$ cat src/rtl/bist_response_analyzer.sv
// BIST response analyzer: MISR compaction of CUT responses, cycle counting and a sticky pass/fail verdict.
// Optional build macro BIST_XMASK_EN adds the xmask port so that masked response bits are excluded from compaction.
module bist_response_analyzer #(
    parameter int               WIDTH  = 16,
    parameter logic [WIDTH-1:0] POLY   = 16'h100B,
    parameter logic [WIDTH-1:0] SEED   = 16'h0000,
    parameter logic [WIDTH-1:0] GOLDEN = 16'h0000,
    parameter int               NCLOCK = 650,
    parameter int               CNT_W  = 16
) (
    input  logic             clk,
    input  logic             reset,
    input  logic             init,
    input  logic             running,
    input  logic             finish,
    input  logic [WIDTH-1:0] resp_in,
`ifdef BIST_XMASK_EN
    input  logic [WIDTH-1:0] xmask,
`endif
    output logic [WIDTH-1:0] signature,
    output logic [CNT_W-1:0] comp_count,
    output logic             done,
    output logic             pass,
    output logic             fail
);

    typedef enum logic [2:0] {
        S_IDLE    = 3'd0,
        S_ARMED   = 3'd1,
        S_COMPACT = 3'd2,
        S_COMPARE = 3'd3,
        S_DONE    = 3'd4
    } state_t;

    localparam logic [31:0] NCLK_W = 32'(NCLOCK);

    state_t           state, state_nxt;
    logic             step_en, cmp_en, match;
    logic [WIDTH-1:0] resp_eff;

    function automatic logic [WIDTH-1:0] misr_step(input logic [WIDTH-1:0] sig,
                                                   input logic [WIDTH-1:0] data);
        logic [WIDTH-1:0] fb_taps;
        fb_taps = sig[WIDTH-1] ? POLY : '0;
        return {sig[WIDTH-2:0], 1'b0} ^ fb_taps ^ data;
    endfunction

    // Saturating increment: the count sticks at all-ones instead of wrapping.
    function automatic logic [CNT_W-1:0] sat_inc(input logic [CNT_W-1:0] cnt);
        return (&cnt) ? cnt : cnt + 1'b1;
    endfunction

`ifdef BIST_XMASK_EN
    assign resp_eff = resp_in & ~xmask;
`else
    assign resp_eff = resp_in;
`endif

    always_ff @(posedge clk or posedge reset) begin
        if (reset) state <= S_IDLE;
        else       state <= state_nxt;
    end

    always_comb begin
        state_nxt = state;
        if (init) begin
            state_nxt = S_ARMED;
        end else begin
            unique case (state)
                S_IDLE:    state_nxt = S_IDLE;
                S_ARMED: begin
                    if (finish)       state_nxt = S_COMPARE;
                    else if (running) state_nxt = S_COMPACT;
                end
                S_COMPACT: if (finish) state_nxt = S_COMPARE;
                S_COMPARE: state_nxt = S_DONE;
                S_DONE:    state_nxt = S_DONE;
                default:   state_nxt = S_IDLE;
            endcase
        end
    end

    // init overrides everything else on the same edge, so both enables are gated by it.
    always_comb begin
        step_en = 1'b0;
        cmp_en  = 1'b0;
        if (!init) begin
            step_en = running && ((state == S_ARMED) || (state == S_COMPACT));
            cmp_en  = (state == S_COMPARE);
        end
    end

    assign match = (signature == GOLDEN) && (32'(comp_count) == NCLK_W);

    always_ff @(posedge clk or posedge reset) begin
        if (reset) begin
            signature  <= SEED;
            comp_count <= '0;
            done       <= 1'b0;
            pass       <= 1'b0;
            fail       <= 1'b0;
        end else if (init) begin
            signature  <= SEED;
            comp_count <= '0;
            done       <= 1'b0;
            pass       <= 1'b0;
            fail       <= 1'b0;
        end else begin
            if (step_en) begin
                signature  <= misr_step(signature, resp_eff);
                comp_count <= sat_inc(comp_count);
            end
            if (cmp_en) begin
                done <= 1'b1;
                pass <= match;
                fail <= !match;
            end
        end
    end

endmodule

$ cat config.mk
export PLATFORM = sky130hd
export DESIGN_NAME = bist_response_analyzer
export DESIGN_NICKNAME = d
export VERILOG_FILES = /design/src/rtl/bist_response_analyzer.sv
export SDC_FILE = /design/constraint.sdc
export NUM_CORES = 1
export LEC_CHECK = 0
export ABC_CLOCK_PERIOD_IN_PS = 3800
export CORE_ASPECT_RATIO = 0.5
export CORE_MARGIN = 2
export CORE_UTILIZATION = 50
export CTS_CLUSTER_SIZE = 25
export DETAILED_ROUTE_END_ITERATION = 10
export HOLD_SLACK_MARGIN = 0.05
export PLACE_DENSITY = 0.82
export SYNTH_ARGS = -nofsm -noshare
export SYNTH_HDL_FRONTEND = slang
export SYNTH_SLANG_ARGS = --single-unit
$ cat constraint.sdc
create_clock -name clk -period 3.8 [get_ports clk]
set_input_delay 0.76 -clock clk [delete_from_list [all_inputs] [get_ports clk]]
set_output_delay 0.76 -clock clk [all_outputs]
set_load 0.03 [all_outputs]
# After elaboration in Yosys (flattened, before gate mapping)
# Cells that the tools add are included.
[word_totals] rom_bits=0 output_inout_bits=35 ff_bits=38 latchBits=0 word_cells=47 ramBits=0 memories=0
[classes] n_addsub=1 shifts=0 n_lt_le_gt_ge=0 bitwise_logic=2 muxes=19 reduce_logical=11 n_mul=0 div=0 n_eq_ne=8
[ops] cell="$mux W16" count=5
[ops] cell="$add A16 B1 Y16 const B" count=1
[ops] cell="$eq A16 B10 Y1 const B" count=1
[ops] cell="$logic_not A16 Y1" count=1
[ops] cell="$reduce_and A16 Y1" count=1
[ops] cell="$xor A16 B13 Y16" count=1
[ops] cell="$xor A16 B16 Y16" count=1
[ops] cell="$mux W13" count=1
[ops] cell="$mux W3" count=4
[ops] cell="$pmux W3 S3" count=1
[ops] cell="$mux W1" count=8
[ops] cell="$eq A3 B2 Y1 const B" count=2
[ops] cell="$ne A4 B4 Y1 const B" count=1
[ops] cell="$reduce_and A2 Y1" count=2
[ops] cell="$reduce_bool A2 Y1" count=2
[ops] cell="$eq A3 B1 Y1 const B" count=1
[ops] cell="$eq A3 B3 Y1 const B" count=1
[ops] cell="$ne A3 B3 Y1 const B" count=1
[ops] cell="$logic_and A1 B1 Y1" count=2
[ops] cell="$ne A2 B2 Y1 const B" count=1
[ops] cell="$reduce_or A2 Y1" count=1
[ops] cell="$logic_not A1 Y1" count=1
[ops] cell="$logic_or A1 B1 Y1" count=1

# Depth between registers and ports, before layout
# Gate-level depths: netlist (run 1).
[logic_depth] depth_word=6 mapped_depth=6 depth_no_buf=6

# Worst setup path after synthesis (run 1)
# OpenSTA, ideal clock, no wires.
[synth_timing] path_type="flip-flop to flip-flop" start="register comp_count[1]" end="register comp_count[5]" slack_ps=1759 n_path_buf=1 t_arrival_ps=1942 path_stages_with_launch=7 t_required_ps=3701 path_cell_list="dfrtp_1 -> ha_1 -> nand3_1 -> or4_4 -> buf_6 -> and2_4 -> a311oi_1"
[synth_via] elab_chain_len=4 word_cells_on_any_way=7 classes_between="1 x add/sub; 1 x eq/ne; 3 x mux; 2 x reduce/logical"
[synth_rtl] element="from (decl)" line="21" text="output logic [CNT_W-1:0] comp_count,"
[synth_rtl] element="from (signal assigned)" line="111" text="comp_count <= sat_inc(comp_count);"
[synth_rtl] element="$add A16 B1 Y16" line="50" text="return (&cnt) ? cnt : cnt + 1'b1;"
[synth_rtl] element="$mux W16" line="50"
[synth_rtl] element="$mux W16" line="109" text="if (step_en) begin"
[synth_rtl] element="$mux W16" line="102" text="end else if (init) begin"
# Parallel ways exist; a longest one is shown, timed or not. The select of a mux whose other input is x is not followed.
# A chain may end at the register's enable or synchronous reset.

# Worst setup path in the final report (run 1)
[layout_timing] start="input running" end="register comp_count[15]"
[layout_via] elab_chain_len=4
[layout_rtl] element="from (decl)" line="14" text="input logic running,"
[layout_rtl] element="$logic_and A1 B1 Y1" line="88" text="step_en = running && ((state == S_ARMED) || (state == S_COMPACT));"
[layout_rtl] element="$mux W1" line="87" text="if (!init) begin"
[layout_rtl] element="$reduce_bool A2 Y1 (no line)"
[layout_rtl] element="$reduce_and A2 Y1 (no line)"
# Every way passes these cells.

==> results of run 1 <==
## state kept, by name (all words and copies together), names as in the netlist
register / flops
done: 1
pass: 1
state: 3
fail: 1
signature: 16
comp_count: 16
## layer usage
layer | part of all wire, % | track usage (%)
met1 | 45 | 33.43
met2 | 48 | 38.08
met3 | 5.7 | 5.352
met4 | 0.81 | 6.190
met5 | 0 | 0
## report_power, final
group | total [mW] | leakage [nW] | switching, mW | internal (mW)
Clock | 0.288 | 0.0482 | 0.141 | 0.146
Sequential | 0.498 | 0.513 | 0.0564 | 0.441
Combinational | 0.338 | 0.507 | 0.184 | 0.154
Total | 1.12 | 1.07 | 0.382 | 0.742
## tightest hold or removal path: stages (launching register included)
cell and delay (ns):
sky130_fd_sc_hd__dfrtp_1 0.38, sky130_fd_sc_hd__inv_1 0.05, sky130_fd_sc_hd__a21oi_1 0.05
## metrics by stage
stage | setup slack [ns] | instances | total power [mW] | utilization (%)
floorplan | 1.759 | 219 | 0.7117 | -
global placement | 1.256 | 320 | 0.8315 | 68.18
detailed placement | 1.122 | 320 | 0.8429 | 68.18
CTS | 1.427 | 328 | 1.130 | 70.48
global route | 1.321 | 328 | 1.180 | 70.48
finish | 1.450 | 328 | 1.124 | 70.48
## cell type report
class                      instances  share of cell area (%)
multi-input combinational        162                   38.99
sequential                        38                   33.87
timing repair buffer              58                   20.41
clock buffer                       7                   3.075
tap                               54                   2.406
inverter                           8                   1.070
clock inverter                     1                  0.1783
## cell families (layout without fill, tap and decap cells)
| group | count (synthesis) | after routing | synth area share, % |
|---|---|---|---|
| XOR/XNOR | 22 | 22 | 9.423 |
| AND/OR/NAND/NOR | 83 | 83 | 23.09 |
| AO/OA/AOI/OAI | 52 | 52 | 16.14 |
| multiplexers | 3 | 3 | 1.590 |
| buffers and inverters | 19 | 74 | 3.828 |
| flip-flops | 38 | 38 | 44.76 |
| adder cells (fa/ha/maj) | 2 | 2 | 1.178 |
## layout by cell type, fill, tap and decap left out, types with 3 or more instances in the layout
| cell type | synthesis | routed |
|---|---|---|
| sky130_fd_sc_hd__a211oi_1 | 18 | 18 |
| sky130_fd_sc_hd__a21oi_1 | 14 | 14 |
| sky130_fd_sc_hd__a31oi_1 | 6 | 6 |
| sky130_fd_sc_hd__and2_1 | 3 | 3 |
| sky130_fd_sc_hd__buf_4 | 0 | 3 |
| sky130_fd_sc_hd__clkbuf_8 | 0 | 6 |
| sky130_fd_sc_hd__clkdlybuf4s50_1 | 0 | 55 |
| sky130_fd_sc_hd__dfrtp_1 | 38 | 38 |
| sky130_fd_sc_hd__inv_1 | 8 | 8 |
| sky130_fd_sc_hd__mux2_2 | 3 | 3 |
| sky130_fd_sc_hd__nand2_1 | 11 | 11 |
| sky130_fd_sc_hd__nand3_1 | 5 | 5 |
| sky130_fd_sc_hd__nor2_1 | 19 | 18 |
| sky130_fd_sc_hd__nor2b_1 | 6 | 6 |
| sky130_fd_sc_hd__nor3_1 | 7 | 7 |
| sky130_fd_sc_hd__nor4_1 | 8 | 8 |
| sky130_fd_sc_hd__nor4b_1 | 4 | 4 |
| sky130_fd_sc_hd__o21ai_0 | 5 | 5 |
| sky130_fd_sc_hd__or4_1 | 3 | 3 |
| sky130_fd_sc_hd__xnor2_1 | 20 | 20 |
## worst paths after layout
path | endpoint | cells past startpoint
min reg2reg | done$_DFFE_PP0P_ | 2
max reg2reg | comp_count[15]$_DFFE_PP0P_ | 4
max in group asynchronous | comp_count[9]$_DFFE_PP0P_ | 3
min | done$_DFFE_PP0P_ | 2
max | comp_count[15]$_DFFE_PP0P_ | 5
min in group asynchronous | pass$_DFFE_PP0P_ | 3
==> flow_results.org, run 1 <==
** Clock tree
- Buffers from clock root to sink, at most :: 2
- The clock reaches the later pin of the worst-skew pair after 0.29 ns.
- Cells resized by post-CTS repair :: 0
- Num Clock Sinks :: 38
- CTS tree :: yes
- Worst-path clk slew :: 0.07 ns
- The number of setup buffers added after CTS is 0.
- CTS buffer count :: 5
- For this design, the CTS-stage hold fixing added 0 buffers.
- The tree is rooted in a sky130_fd_sc_hd__clkbuf_8.
- CTS built an H-tree with a depth of 2.

** Die
- From bottom edge to top edge, the die measures 50.10 um.
- Core ar. :: 3984 um2
- # IOs :: 56
- The floorplan has 16 rows.
- The floorplan step set the die width to roughly 96 um.
- Initial Utilization :: 53.33%
- The die covers roughly 4800 um2.

** STA
- Setup repair after global routing left no endpoint under its margin.
- Clock period minus final worst setup slack :: 2.350 ns
- Setup Viol. Count Final :: 0
- Final number of max-transition violations :: 0
- Measured against its own limit, the worst slew margin works out to 61.77%.
- Final worst hold slack :: 0.5250 ns
- Final count of hold timing violations :: 0
- Peak clock frequency supported by timing :: 425.5 MHz
- Summed over all failing endpoints, the final setup total negative slack is 0 ns.
- Period Utilization, post-route :: 61.84%
- For the pin with the worst max-slew slack, the measured transition is between 0.5 and 0.6 ns.
- The clock arrives with 0.004066 ns of skew.

** Final layout
- The layout has approximately 300 filler cells.
- Final cell area excluding filler cells :: about 2800 um2
- ANT cells :: 0
- Summing all multi-input logic gate instances after layout gives 1095 um2.
- Reg area :: 950.9 um2
- Area growth, synth to finish :: 32.16%
- The post-route netlist has under 10% of its cells at a drive strength greater than 1.
- At the end of the flow, the number of nets in the layout was ~300.

** Critical path
- Across all register-to-register paths, the minimum setup slack is roughly 1.8 ns.
- On the worst path, the slowest cell contributes a delay of 0.55 ns.
- First element of the critical path :: running
- Slowest stage cell on the critical path :: sky130_fd_sc_hd__clkdlybuf4s50_1
- Cell-by-cell trace of the critical path :: clkdlybuf4s50_1 -> nor2b_1 -> nand3_2 -> or4_1 -> a221oi_1
- Cell type group with the largest total delay on the critical path :: simple AND/OR/NAND/NOR gates
- Startpoint of the worst register-to-register path :: comp_count[2]$_DFFE_PP0P_
- Largest fanout of any net on the critical path :: 8
- The number of buffers and inverters on the critical path is 1.
- For the worst setup path, the data arrival time is about 2.5 ns.
- CP endpoint kind :: flop
- Worst setup path category :: input port to flop
- Data on the critical path is required at its endpoint by 3.99 ns.
- Crit path launch type :: input port

** Routing
- The first routing iteration left 88 violations.
- First-pass iteration count of the detailed router :: 4
- Total vias in the final route :: 1966
- After detailed routing, the number of remaining DRC violations is 0.
- Dividing the detail-routed wire length by the instance count gives ~16 um.
- Vias per inst :: 5.994
- DRT Wirelength :: roughly 5200 um
- Remaining number of nets flagged by the antenna check after routing :: 0

** Synth
- Post-Syn Nets :: between 200 and 250
- Top area cells in the synthesized netlist :: sky130_fd_sc_hd__dfrtp_1 (45%), sky130_fd_sc_hd__xnor2_1 (8.2%), sky130_fd_sc_hd__a211oi_1 (6.4%), sky130_fd_sc_hd__nor2_1 (3.4%), sky130_fd_sc_hd__a21oi_1 (3.3%)
- The synthesized design devotes to its leading area cell type approximately 45% of total area.
- For this run, the number of Yosys warnings is 0.
- In the synthesized netlist the dominant register cell turns out to be sky130_fd_sc_hd__dfrtp_1.
- Of all flip-flops after synthesis, the portion carrying an async set or reset was 100.0%.
- The synthesized design contains 38 register bits.
- In this run, synthesis inferred 0 flip-flops with an integrated enable.
- The commonest cells after synthesis are sky130_fd_sc_hd__dfrtp_1 (38), sky130_fd_sc_hd__xnor2_1 (20), sky130_fd_sc_hd__nor2_1 (19), sky130_fd_sc_hd__a211oi_1 (18), sky130_fd_sc_hd__a21oi_1 (14).
- Post-synthesis sequential area ratio :: roughly 45%
- The synthesized netlist contains 44 unique library cells.
- Post-synthesis cell count :: 219
- Yosys instantiated no cell more often than sky130_fd_sc_hd__dfrtp_1.
- Netlist area before placement :: roughly 2100 um2
- In this run the mean area of a mapped cell was 9.701 um2.
- Of all cell types, the one taking the most synthesized area is sky130_fd_sc_hd__dfrtp_1.

** Global route
- The first global-routing pass estimated 8921 um of wire.
- The number of antenna violations at the first check in global routing was 0.
- The total overflow left after global routing is 0.
- Global routing consumed, over all layers together, 24.05% of the routing resources.
- Number of global-route vias before repair :: 1906
- Entering global routing, the biggest net connects 39 pins.

** Hold path
- Min-delay worst type :: flop to flop
- The worst hold path begins at done$_DFFE_PP0P_.

** Power and ir drop
- Power spread over the standard cell area amounts to 400.3 nW/um2.
- The worst-case IR drop observed on VDD is 246.3 uV.
- P_leak :: 1.069 nW

** Placed design
- Routability cong. :: 0.9185
- Summing all placed instances gives a cell area of 2716 um2.
- The HPWL after detailed placement is 3678 um.
- The count of buffers added on input and output ports is 55.

** Outcome
- The run finished with clean final reports.

** Job
- Across the run, the number of max-cap violations was 0.
No activity file was read; power rests on OpenSTA's default activity.
==> run 2, diff against run 1 <==
ABC_CLOCK_PERIOD_IN_PS = 2200   (was 3800)
CORE_UTILIZATION = 48   (was 50)
PLACE_DENSITY = 0.79   (was 0.82)
clock period = 2.2 ns   (was 3.8 ns; I/O delays follow)
==> run 2 against run 1 <==
Utilization is 3.6 points lower. Global-route usage is 2.2 points lower. First-iteration DRC count is 67% higher. Wire length is 1.6% lower. Cell area is 2.9% higher. Largest cell class unchanged. Highest routed layer unchanged.
==> flow_results.org, run 2 (synthesis gave the netlist of run 1 again) <==
** Critical path
- The kind of cell with the highest combined delay along the critical path is buffers and inverters.
- Worst EP required :: 1.76 ns
- Crit path launch type :: flop
- Largest fanout of any net on the critical path :: 8
- The number of cells on the worst reg-to-reg path is 5.
- STA classifies the critical path endpoint as an output port.
- Together, buffers and inverters on the worst path number 1.
- Startpoint of the worst register-to-register path :: comp_count[1]$_DFFE_PP0P_
- Slowest stage cell on the critical path :: sky130_fd_sc_hd__clkdlybuf4s50_1
- Register-to-register setup slack :: 0.22 ns
- Crit-path max cell delay :: 0.74 ns
- Worst setup path category :: flop to output port
- FF-to-FF End :: comp_count[5]$_DFFE_PP0P_
- Critical path arrival :: 1.59 ns
- Traced cell by cell, the critical path runs through clkdlybuf4s50_1.

** STA
- The worst path uses 92.18% of the clock period.
- Peak clock frequency supported by timing :: 493.1 MHz
- Adding up every negative setup slack in the final design gives 0 ns.
- After layout, the minimum clock period comes to ~2 ns.
- Unrepaired setup endpoints after global routing :: no
- Setup Viol. Count Final :: 0
- Setup skew after layout :: roughly 0.006 ns
- Worst rel slew slack :: 61.10%
- On the final layout, the worst hold slack is 0.5223 ns.
- Worst-margin pin slew :: 0.5782 ns
- The total count of hold-check failures in the final report is 0.
- Final number of max-transition violations :: 0

** Routing
- The final route contains 1895 vias.
- In the final routed layout, each cell accounts on average for around 15 um.
- For this run, design rule violations remaining after detail routing come to 0.
- For this run, the detailed router's first-pass iteration total came to 4.
- Remaining number of nets flagged by the antenna check after routing :: 0
- DRT Wirelength :: 5078 um
- Dividing the detail-routed via count by the number of cells gives 5.674.
- The first routing iteration left between 100 and 150 violations.

** Die
- The die is a little under 100 um wide.
- During I/O placement, the number of pins put on the boundary was 56.
- Initial Utilization :: 49.20%
- Area of the die :: around 5000 um2
- Core ar. :: 4318 um2
- The floorplan has 17 rows.
- From bottom edge to top edge, the die measures about 50 um.

** Placed design
- HPWL after DPL :: 3622 um
- Buffers placed on the I/O ports in this run total 55.
- Routability cong. :: just under 0.9
- Once placement completed, the tool counted placed cells totaling roughly 330.

** Global route
- GR Overflow Total :: 0
- For this run, the total global-route usage over all layers was measured as 21.88%.
- Number of global-route vias before repair :: 1801
- The first global-routing pass estimated 8611 um of wire.
- Entering global routing, the biggest net connects 42 pins.
- The number of antenna violations at the first check in global routing came to 0.

** Power and ir drop
- VDD IR max :: 372.7 uV
- Sequential cells burn 41.3% of the power.
- Net switching is 32.11% of the power.
- Internal power comes to 1.409 mW.
- Power per Cell Area :: 718.6 nW/um2
- Summed over all cells, the static leakage comes to approximately 1.1 nW.
- The clock network is responsible for 29.8% of the overall power.
- Total power consumption of the routed design :: 2.075 mW
- P_sw :: roughly 0.67 mW
- The share of total power dissipated in combinational logic is 29.0%.

** Final layout
- At the end of the flow the core is filled with cells to 66.88%.
- Excluding fillers, the count of instances in the completed layout stands at between 300 and 400.
- In the final layout, flip-flops and latches occupy 950.9 um2.
- Cells with a size suffix above 1 make up just under 10% of the layout.
- The net count of the finished layout is 300.
- Largest regs :: comp_count x16, signature x16, state x3
- After filler insertion, the fill cell instance count of the layout stands at 363.
- Commonest cells after routing, fill and taps aside :: sky130_fd_sc_hd__clkdlybuf4s50_1 (55), sky130_fd_sc_hd__dfrtp_1 (38), sky130_fd_sc_hd__xnor2_1 (20)
- The number of antenna diodes in the final layout is 0.
- Leaving out fill and tap cells, the most frequent cell in the layout is sky130_fd_sc_hd__clkdlybuf4s50_1.
- Relative to the synthesized area, the layout overhead comes to 35.92%.
- Area occupied by multi-input gates :: between 1000 and 1500 um2

** Clock tree
- Worst-path clk slew :: 0.07 ns
- Cells resized by post-CTS repair :: 0
- H-tree lvl count :: 2
- Num Clock Sinks :: 38
- Once the clock tree was built, the setup fixing pass inserted 0 buffers.
- TritonCTS built the clock tree.
- Buffers from clock root to sink, at most :: 2
- Clock latency on the worst-skew pair, taken at its later pin, is 0.30 ns.
- CTS buffer count :: 5
- Clock Tree Root :: sky130_fd_sc_hd__clkbuf_8
- In this run, post-CTS hold repair placed 0 buffers.

** Hold path
- Min-Delay Startpoint :: done$_DFFE_PP0P_
- The min-delay analysis places its worst path in the category flop to flop.
- Hold EP :: done$_DFFE_PP0P_
- Along the worst hold path, the cell count comes to 2.

** Job
- The tool flagged a number of max-cap violations equal to 0.

** Outcome
- Run status :: finished, final reports clean
## run 2: layout make-up
cell class | count | area share [%]
Multi-Input combinational cell | 162 | 37.91
Inverter | 8 | 1.040
Tap cell | 57 | 2.470
Clock buffer | 6 | 2.860
Clock inverter | 1 | 1.040
Timing Repair Buffer | 62 | 21.75
Sequential cell | 38 | 32.93
## run 2: worst max-delay path by stage
stage / from / to / slack [ns] / cells after the start
final: comp_count[8]$_DFFE_PP0P_ / comp_count[8] / 0.17 / 1
after global routing: comp_count[1]$_DFFE_PP0P_ / comp_count[5]$_DFFE_PP0P_ / 0.10 / 5
after CTS: comp_count[8]$_DFFE_PP0P_ / comp_count[8] / 0.18 / 1
after detailed placement: running / comp_count[15]$_DFFE_PP0P_ / -0.03 / 5
after global placement: running / comp_count[15]$_DFFE_PP0P_ / 0.06 / 5
after floorplan: comp_count[1]$_DFFE_PP0P_ / comp_count[5]$_DFFE_PP0P_ / 0.16 / 6
## run 2: power groups by stage
stage	Clock, mW	Sequential [mW]	Combinational, mW
finish	0.618	0.857	0.601
global route	0.652	0.869	0.656
CTS	0.627	0.857	0.607
detailed placement	0	0.870	0.606
global placement	0	0.868	0.592
floorplan	0	0.952	0.277
## run 2: layer usage
layer | GRT usage, % | wire, um
met1 | 29.29 | 2330
met2 | 35.62 | 2342
met3 | 4.514 | 335
met4 | 8.333 | 69
met5 | 0 | 0
## run 2: per-stage QoR
step | setup slack, ns | instance area [um2]
floorplan | 0.1585 | 2125
global placement | 0.06177 | 2775
detailed placement | -0.03218 | 2775
CTS | 0.1773 | 2888
global route | 0.1050 | 2888
finish | 0.1720 | 2888
